[src/rtl/coherence_controller_pkg.sv]
// Shared types and constants for the dual-core coherence/bus controller.
package coherence_controller_pkg;

    localparam int unsigned CC_WORD_W = 32;

    // RAM handshake status as reported by the memory model.
    typedef enum logic [1:0] {
        FREE   = 2'd0,
        BUSY   = 2'd1,
        ACCESS = 2'd2,
        ERROR  = 2'd3
    } ramstate_t;

    // Controller sequencing states.
    typedef enum logic [2:0] {
        IDLE   = 3'd0,
        IFETCH = 3'd1,
        DWRITE = 3'd2,
        SNOOP  = 3'd3,
        RAMRD1 = 3'd4,
        RAMRD2 = 3'd5,
        C2C1   = 3'd6,
        C2C2   = 3'd7
    } cc_state_t;

    // Byte offsets of the two words in a dcache block.
    localparam logic [2:0] BLK_W0_OFF = 3'b000;
    localparam logic [2:0] BLK_W1_OFF = 3'b100;

    // Transaction latched at grant time: address, BusRdX intent, owning core.
    typedef struct packed {
        logic [CC_WORD_W-1:0] addr;
        logic                 rdx;
        logic                 cur;
    } txn_t;

    // Word address inside the block containing a.
    function automatic logic [CC_WORD_W-1:0] blk_word(input logic [CC_WORD_W-1:0] a,
                                                      input logic [2:0]           off);
        return {a[CC_WORD_W-1:3], off};
    endfunction

endpackage

[src/rtl/coherence_controller_rr_arbiter.sv]
// Two-requester round-robin arbiter; the pointer advances only on completion.
module rr_arbiter (
    input  logic       CLK,
    input  logic       nRST,
    input  logic [1:0] req,
    input  logic       upd,
    input  logic       upd_idx,
    output logic       gnt_valid_c,
    output logic       gnt_idx_c
);

    logic last_q;
    logic last_d;

    // Grant the core that was not served last, otherwise the sole requester.
    always_comb begin
        last_d      = upd ? upd_idx : last_q;
        gnt_valid_c = |req;
        gnt_idx_c   = req[~last_q] ? ~last_q : last_q;
    end

    // Pointer register; resets to 1 so core 0 wins the first tie.
    always_ff @(posedge CLK or negedge nRST) begin
        if (!nRST) begin
            last_q <= 1'b1;
        end else begin
            last_q <= last_d;
        end
    end

endmodule

[src/rtl/coherence_controller.sv]
// Dual-core shared RAM port controller with MSI snoop sequencing.
module coherence_controller
    import coherence_controller_pkg::*;
#(
    parameter int unsigned CPUS   = 2,
    parameter int unsigned WORD_W = CC_WORD_W
) (
    input  logic                        CLK,
    input  logic                        nRST,
    input  logic [CPUS-1:0]             iREN,
    input  logic [CPUS-1:0][WORD_W-1:0] iaddr,
    output logic [CPUS-1:0]             iwait,
    output logic [CPUS-1:0][WORD_W-1:0] iload,
    input  logic [CPUS-1:0]             dREN,
    input  logic [CPUS-1:0]             dWEN,
    input  logic [CPUS-1:0][WORD_W-1:0] daddr,
    input  logic [CPUS-1:0][WORD_W-1:0] dstore,
    output logic [CPUS-1:0]             dwait,
    output logic [CPUS-1:0][WORD_W-1:0] dload,
    input  logic [CPUS-1:0]             cctrans,
    input  logic [CPUS-1:0]             ccwrite,
    output logic [CPUS-1:0]             ccwait,
    output logic [CPUS-1:0]             ccinv,
    output logic [CPUS-1:0][WORD_W-1:0] ccsnoopaddr,
    output logic                        ramREN,
    output logic                        ramWEN,
    output logic [WORD_W-1:0]           ramaddr,
    output logic [WORD_W-1:0]           ramstore,
    input  logic [WORD_W-1:0]           ramload,
    input  ramstate_t                   ramstate
);

    cc_state_t       state_q, state_d;
    txn_t            txn_q, txn_d;
    logic [CPUS-1:0] ren_req, arb_req;
    logic            is_wen, is_ren;
    logic            arb_valid, arb_idx, arb_upd;
    logic            acc, cur_idx, oth_idx, w1;

    assign acc     = (ramstate == ACCESS);
    assign cur_idx = txn_q.cur;
    assign oth_idx = ~txn_q.cur;
    assign w1      = (state_q == RAMRD2) || (state_q == C2C2);

    // Priority class select: write-backs, then snooping reads, then fetches.
    always_comb begin
        ren_req = dREN & cctrans;
        is_wen  = |dWEN;
        is_ren  = !is_wen && (|ren_req);
        arb_req = is_wen ? dWEN : (is_ren ? ren_req : iREN);
    end

    rr_arbiter u_arb (
        .CLK        (CLK),
        .nRST       (nRST),
        .req        (arb_req),
        .upd        (arb_upd),
        .upd_idx    (cur_idx),
        .gnt_valid_c(arb_valid),
        .gnt_idx_c  (arb_idx)
    );

    // Next-state and Moore outputs; wait/load lines follow ramstate directly.
    always_comb begin
        state_d     = state_q;
        txn_d       = txn_q;
        arb_upd     = 1'b0;
        iwait       = '1;
        dwait       = '1;
        iload       = '0;
        dload       = '0;
        ccwait      = '0;
        ccinv       = '0;
        ccsnoopaddr = '0;
        ramREN      = 1'b0;
        ramWEN      = 1'b0;
        ramaddr     = '0;
        ramstore    = '0;

        // Other core is held in snoop from SNOOP entry to the final access.
        if (state_q inside {SNOOP, RAMRD1, RAMRD2, C2C1, C2C2}) begin
            ccwait[oth_idx]      = 1'b1;
            ccinv[oth_idx]       = txn_q.rdx;
            ccsnoopaddr[oth_idx] = txn_q.addr;
        end

        case (state_q)
            IDLE: begin
                if (arb_valid) begin
                    txn_d.cur = arb_idx;
                    txn_d.rdx = 1'b0;
                    if (is_wen) begin
                        txn_d.addr = daddr[arb_idx];
                        state_d    = DWRITE;
                    end else if (is_ren) begin
                        txn_d.addr = daddr[arb_idx];
                        txn_d.rdx  = ccwrite[arb_idx];
                        state_d    = SNOOP;
                    end else begin
                        txn_d.addr = iaddr[arb_idx];
                        state_d    = IFETCH;
                    end
                end
            end
            IFETCH: begin
                ramREN  = 1'b1;
                ramaddr = txn_q.addr;
                if (acc) begin
                    iwait[cur_idx] = 1'b0;
                    iload[cur_idx] = ramload;
                    arb_upd        = 1'b1;
                    state_d        = IDLE;
                end
            end
            DWRITE: begin
                ramWEN   = 1'b1;
                ramaddr  = txn_q.addr;
                ramstore = dstore[cur_idx];
                if (acc) begin
                    dwait[cur_idx] = 1'b0;
                    arb_upd        = 1'b1;
                    state_d        = IDLE;
                end
            end
            SNOOP: begin
                if (cctrans[oth_idx]) begin
                    state_d = ccwrite[oth_idx] ? C2C1 : RAMRD1;
                end
            end
            RAMRD1, RAMRD2: begin
                ramREN  = 1'b1;
                ramaddr = blk_word(txn_q.addr, w1 ? BLK_W1_OFF : BLK_W0_OFF);
                if (acc) begin
                    dload[cur_idx] = ramload;
                    dwait[cur_idx] = 1'b0;
                    arb_upd        = w1;
                    state_d        = w1 ? IDLE : RAMRD2;
                end
            end
            C2C1, C2C2: begin
                ramWEN   = 1'b1;
                ramaddr  = blk_word(txn_q.addr, w1 ? BLK_W1_OFF : BLK_W0_OFF);
                ramstore = dstore[oth_idx];
                if (acc) begin
                    dload[cur_idx] = dstore[oth_idx];
                    dwait[cur_idx] = 1'b0;
                    dwait[oth_idx] = 1'b0;
                    arb_upd        = w1;
                    state_d        = w1 ? IDLE : C2C2;
                end
            end
            default: state_d = IDLE;
        endcase
    end

    // State and latched transaction; reset drops any transaction in flight.
    always_ff @(posedge CLK or negedge nRST) begin
        if (!nRST) begin
            state_q <= IDLE;
            txn_q   <= '0;
        end else begin
            state_q <= state_d;
            txn_q   <= txn_d;
        end
    end

endmodule

[config.mk]
export PLATFORM = sky130hd
export DESIGN_NAME = coherence_controller
export DESIGN_NICKNAME = d
export VERILOG_FILES = /design/src/rtl/coherence_controller_pkg.sv /design/src/rtl/coherence_controller_rr_arbiter.sv /design/src/rtl/coherence_controller.sv
export SDC_FILE = /design/constraint.sdc
export NUM_CORES = 1
export LEC_CHECK = 0
export BUFFER_PORTS_ARGS = -buffer_cell sky130_fd_sc_hd__clkbuf_2
export CAP_MARGIN = 20
export CORE_AREA = 2 2 195 197
export DETAILED_ROUTE_END_ITERATION = 10
export DIE_AREA = 0 0 197 199
export PLACE_DENSITY = 0.47
export SLEW_MARGIN = 20
export SYNTH_ARGS = -nofsm -noshare
export SYNTH_HDL_FRONTEND = slang
export SYNTH_SLANG_ARGS = --single-unit
[constraint.sdc]
create_clock -name CLK -period 2.8 [get_ports CLK]
set_input_delay 0.56 -clock CLK [delete_from_list [all_inputs] [get_ports CLK]]
set_output_delay 0.56 -clock CLK [all_outputs]
set_load 0.01 [all_outputs]
==> results.json <==
{
  "cts_buffer_depth": 2,
  "first_pass_iters": 4,
  "status": "finished clean",
  "cts-resized-gates": 0,
  "track_usage_pct": 13.4,
  "cts-htree-levels": 2,
  "grt_first_pass_wirelength_um": 40300,
  "place_area_mm2": 0.00868,
  "post-route-period-util_pct": 96.9,
  "r2r_slack_ns": 0.95,
  "syn_area_mm2": 0.00554,
  "slew_headroom_pct": 36.6,
  "num_antenna_cells": 0,
  "path_clk_slew_ns": 0.06,
  "vias_per_cell": 4.37,
  "dieArea_mm2": 0.0392,
  "synth_cells": 708,
  "cts.sinks": 38,
  "core_mm2": 0.0371,
  "clock_latency_ns": 0.29,
  "fill_cells": 4177,
  "cellPowerDensity_mw_per_mm2": 896,
  "routed-via-count": 7230,
  "path_class": "reg -> out",
  "tns_ns": 0,
  "ys_seq_area_share_pct": 17.2,
  "reg2regPathDepth": 4,
  "io_pins": 504,
  "nNetsFinal": 1417,
  "rsz0062_at_grt": "no",
  "numPortBuffers": 503,
  "crit_fanout": 53,
  "tritoncts": "yes",
  "grt_max_degree": 54,
  "drv_cap": 0,
  "syn2layout_area_growth_pct": 59.3,
  "syn_nets": 946,
  "antenna_found_initial": 0,
  "gp_congestion": 0.838,
  "min_period_ns": 2.71,
  "layout.cells.most_common_list": "502 x clkbuf_2, 132 x and2_1, 99 x mux2i_1",
  "drive_gt1_share_pct": 50.4,
  "cp-start-kind": "flip-flop",
  "path_buf_inv": 2,
  "setup.worst_path.end_class": "primary output",
  "peakVddDrop_mv": 0.398,
  "slowest_delay_ns": 0.49,
  "synth_warnings": 0,
  "setup_viol": 0,
  "p_total_mw": 7.91,
  "finalHoldViolations": 0,
  "p_leak_nw": 4.44,
  "slowest_stage": "dfrtp_1",
  "dieHeight_um": 199,
  "postCtsSetupBuffers": 0,
  "final_common_cell": "clkbuf_2",
  "avgSynthCellArea_um2": 7.83,
  "timing.final.ws_setup_ns": 0.0876,
  "routed_wl_um": 28400,
  "grt_pass1_vias": 6654,
  "path_delay_family": "flip-flops",
  "fin_skew_ns": 0.00451,
  "wl_met1_um": 11200,
  "dp_hpwl_um": 23200,
  "cts_inserted_buffers": 5,
  "slew_viol_final": 0,
  "dr_wl_met2_um": 14600,
  "hold_buffers": 0,
  "max_freq_mhz": 369,
  "worstHoldPathType": "in -> async",
  "arrival_ns": 2.15,
  "top_layer": "met4",
  "wl_met3_um": 1920,
  "start_util_pct": 14.9,
  "wl_per_cell_um": 17.2,
  "detail-route-antenna-nets": 0,
  "fin_area_mm2": 0.00883,
  "path_cells": "nand2b_1 -> nor2_4 -> buf_12 -> a22oi_1 -> a21oi_1 -> clkbuf_2",
  "row_count": 71,
  "drc": 0,
  "ys_ff_latch": 38,
  "ys_types": 39,
  "critPathRequiredTime_ns": 2.24,
  "tightest_slew_ns": 0.951,
  "rr_startpoint": "state_q[0]",
  "r2r_end": "txn_q[6]",
  "grt_overflow": 0,
  "die_w_um": 197,
  "place_ws_ns": 0.264,
  "clock-root-buffer": "clkbuf_16",
  "drt_iter0_drc": 348
}
==> cell type report <==
cell class | instances | area (um2) | area share [%]
inverters | 6 | 22.5 | 0.255
repair buffers | 537 | 2910 | 33.0
flip-flops and latches | 38 | 953 | 10.8
clock buffers | 7 | 143 | 1.62
clock inverters | 1 | 5.00 | 0.0567
well taps | 474 | 593 | 6.72
multi-input cells | 591 | 4200 | 47.6
==> flip-flops by register name, indices dropped and copies added (netlist names) <==
register,cells
txn_q,33
state_q,3
cur_idx,1
u_arb.last_q,1
==> layer usage <==
metal,vias up,GRT usage (%)
met5,-,0
met4,0,3.95
met3,27,2.64
met2,348,25.0
met1,3388,15.5
li1,3467,-
==> power breakdown <==
part	internal, mW	leakage, nW	switching (mW)	total, mW
combinational	2.62	3.92	3.49	6.12
clock	0.354	0.0739	0.244	0.598
sequential	0.847	0.445	0.347	1.19
==> worst reg2reg max path: stages, from the launching register on <==
cell	delay, ns
dfrtp_1	0.48
buf_4	0.22
a2111oi_4	0.37
buf_12	0.26
mux2_2	0.40
==> kinds of logic (layout without fill, tap and decap cells) <==
logic type / Yosys count / after routing / share of synthesized area [%]
AOI/OAI and AO/OA: 185 / 185 / 23.1
DFF: 38 / 38 / 17.2
xor gates and xnor gates: 1 / 1 / 0.158
and+or+nand+nor: 271 / 271 / 26.6
muxes: 134 / 134 / 25.0
buffers and inverters: 79 / 551 / 7.97
==> cells in the mapped netlist, drive strengths merged <==
| cell | number | area [um2] |
|---|---|---|
| a2111oi | 2 | 36.3 |
| a21boi | 1 | 7.51 |
| a21o | 1 | 7.51 |
| a21oi | 77 | 385 |
| a221oi | 31 | 272 |
| a22o | 25 | 228 |
| a22oi | 33 | 248 |
| a2bb2oi | 1 | 8.76 |
| a32o | 1 | 10.0 |
| and2 | 133 | 832 |
| and2b | 3 | 22.5 |
| buf | 32 | 265 |
| clkbuf | 41 | 154 |
| clkinv | 1 | 3.75 |
| dfrtp | 37 | 926 |
| dfstp | 1 | 26.3 |
| inv | 5 | 18.8 |
| mux2 | 35 | 394 |
| mux2i | 99 | 991 |
| nand2 | 81 | 304 |
| nand2b | 4 | 25.0 |
| nand3 | 3 | 15.0 |
| nor2 | 13 | 51.3 |
| nor2b | 29 | 181 |
| nor3 | 3 | 26.3 |
| nor4 | 1 | 12.5 |
| o21ai | 9 | 45.0 |
| o22ai | 2 | 12.5 |
| o2bb2ai | 1 | 8.76 |
| o32ai | 1 | 8.76 |
| or2 | 1 | 6.26 |
| xor2 | 1 | 8.76 |
==> stage by stage <==
stage | hold slack (ns) | utilization, % | std cells
after global routing | 0.483 | 23.8 | 1654
after floorplan | 0.264 | - | 708
after detailed placement | 0.522 | 23.4 | 1646
after global placement | 0.516 | 23.4 | 1646
final | 0.423 | 23.8 | 1654
after CTS | 0.486 | 23.8 | 1654
==> how the worst max path moves through the flow <==
stage,startpoint,to,slack (ns),cells after the start
floorplan,ramstate[1],dload[32],0.51,6
global placement,ramstate[0],dload[59],0.28,8
detailed placement,ramstate[0],dload[59],0.26,8
CTS,state_q[2],ramstore[1],0.09,6
global route,state_q[2],ramstore[1],0.007,6
finish,state_q[2],ramstore[1],0.09,6
No activity file was read; power rests on OpenSTA's default activity.
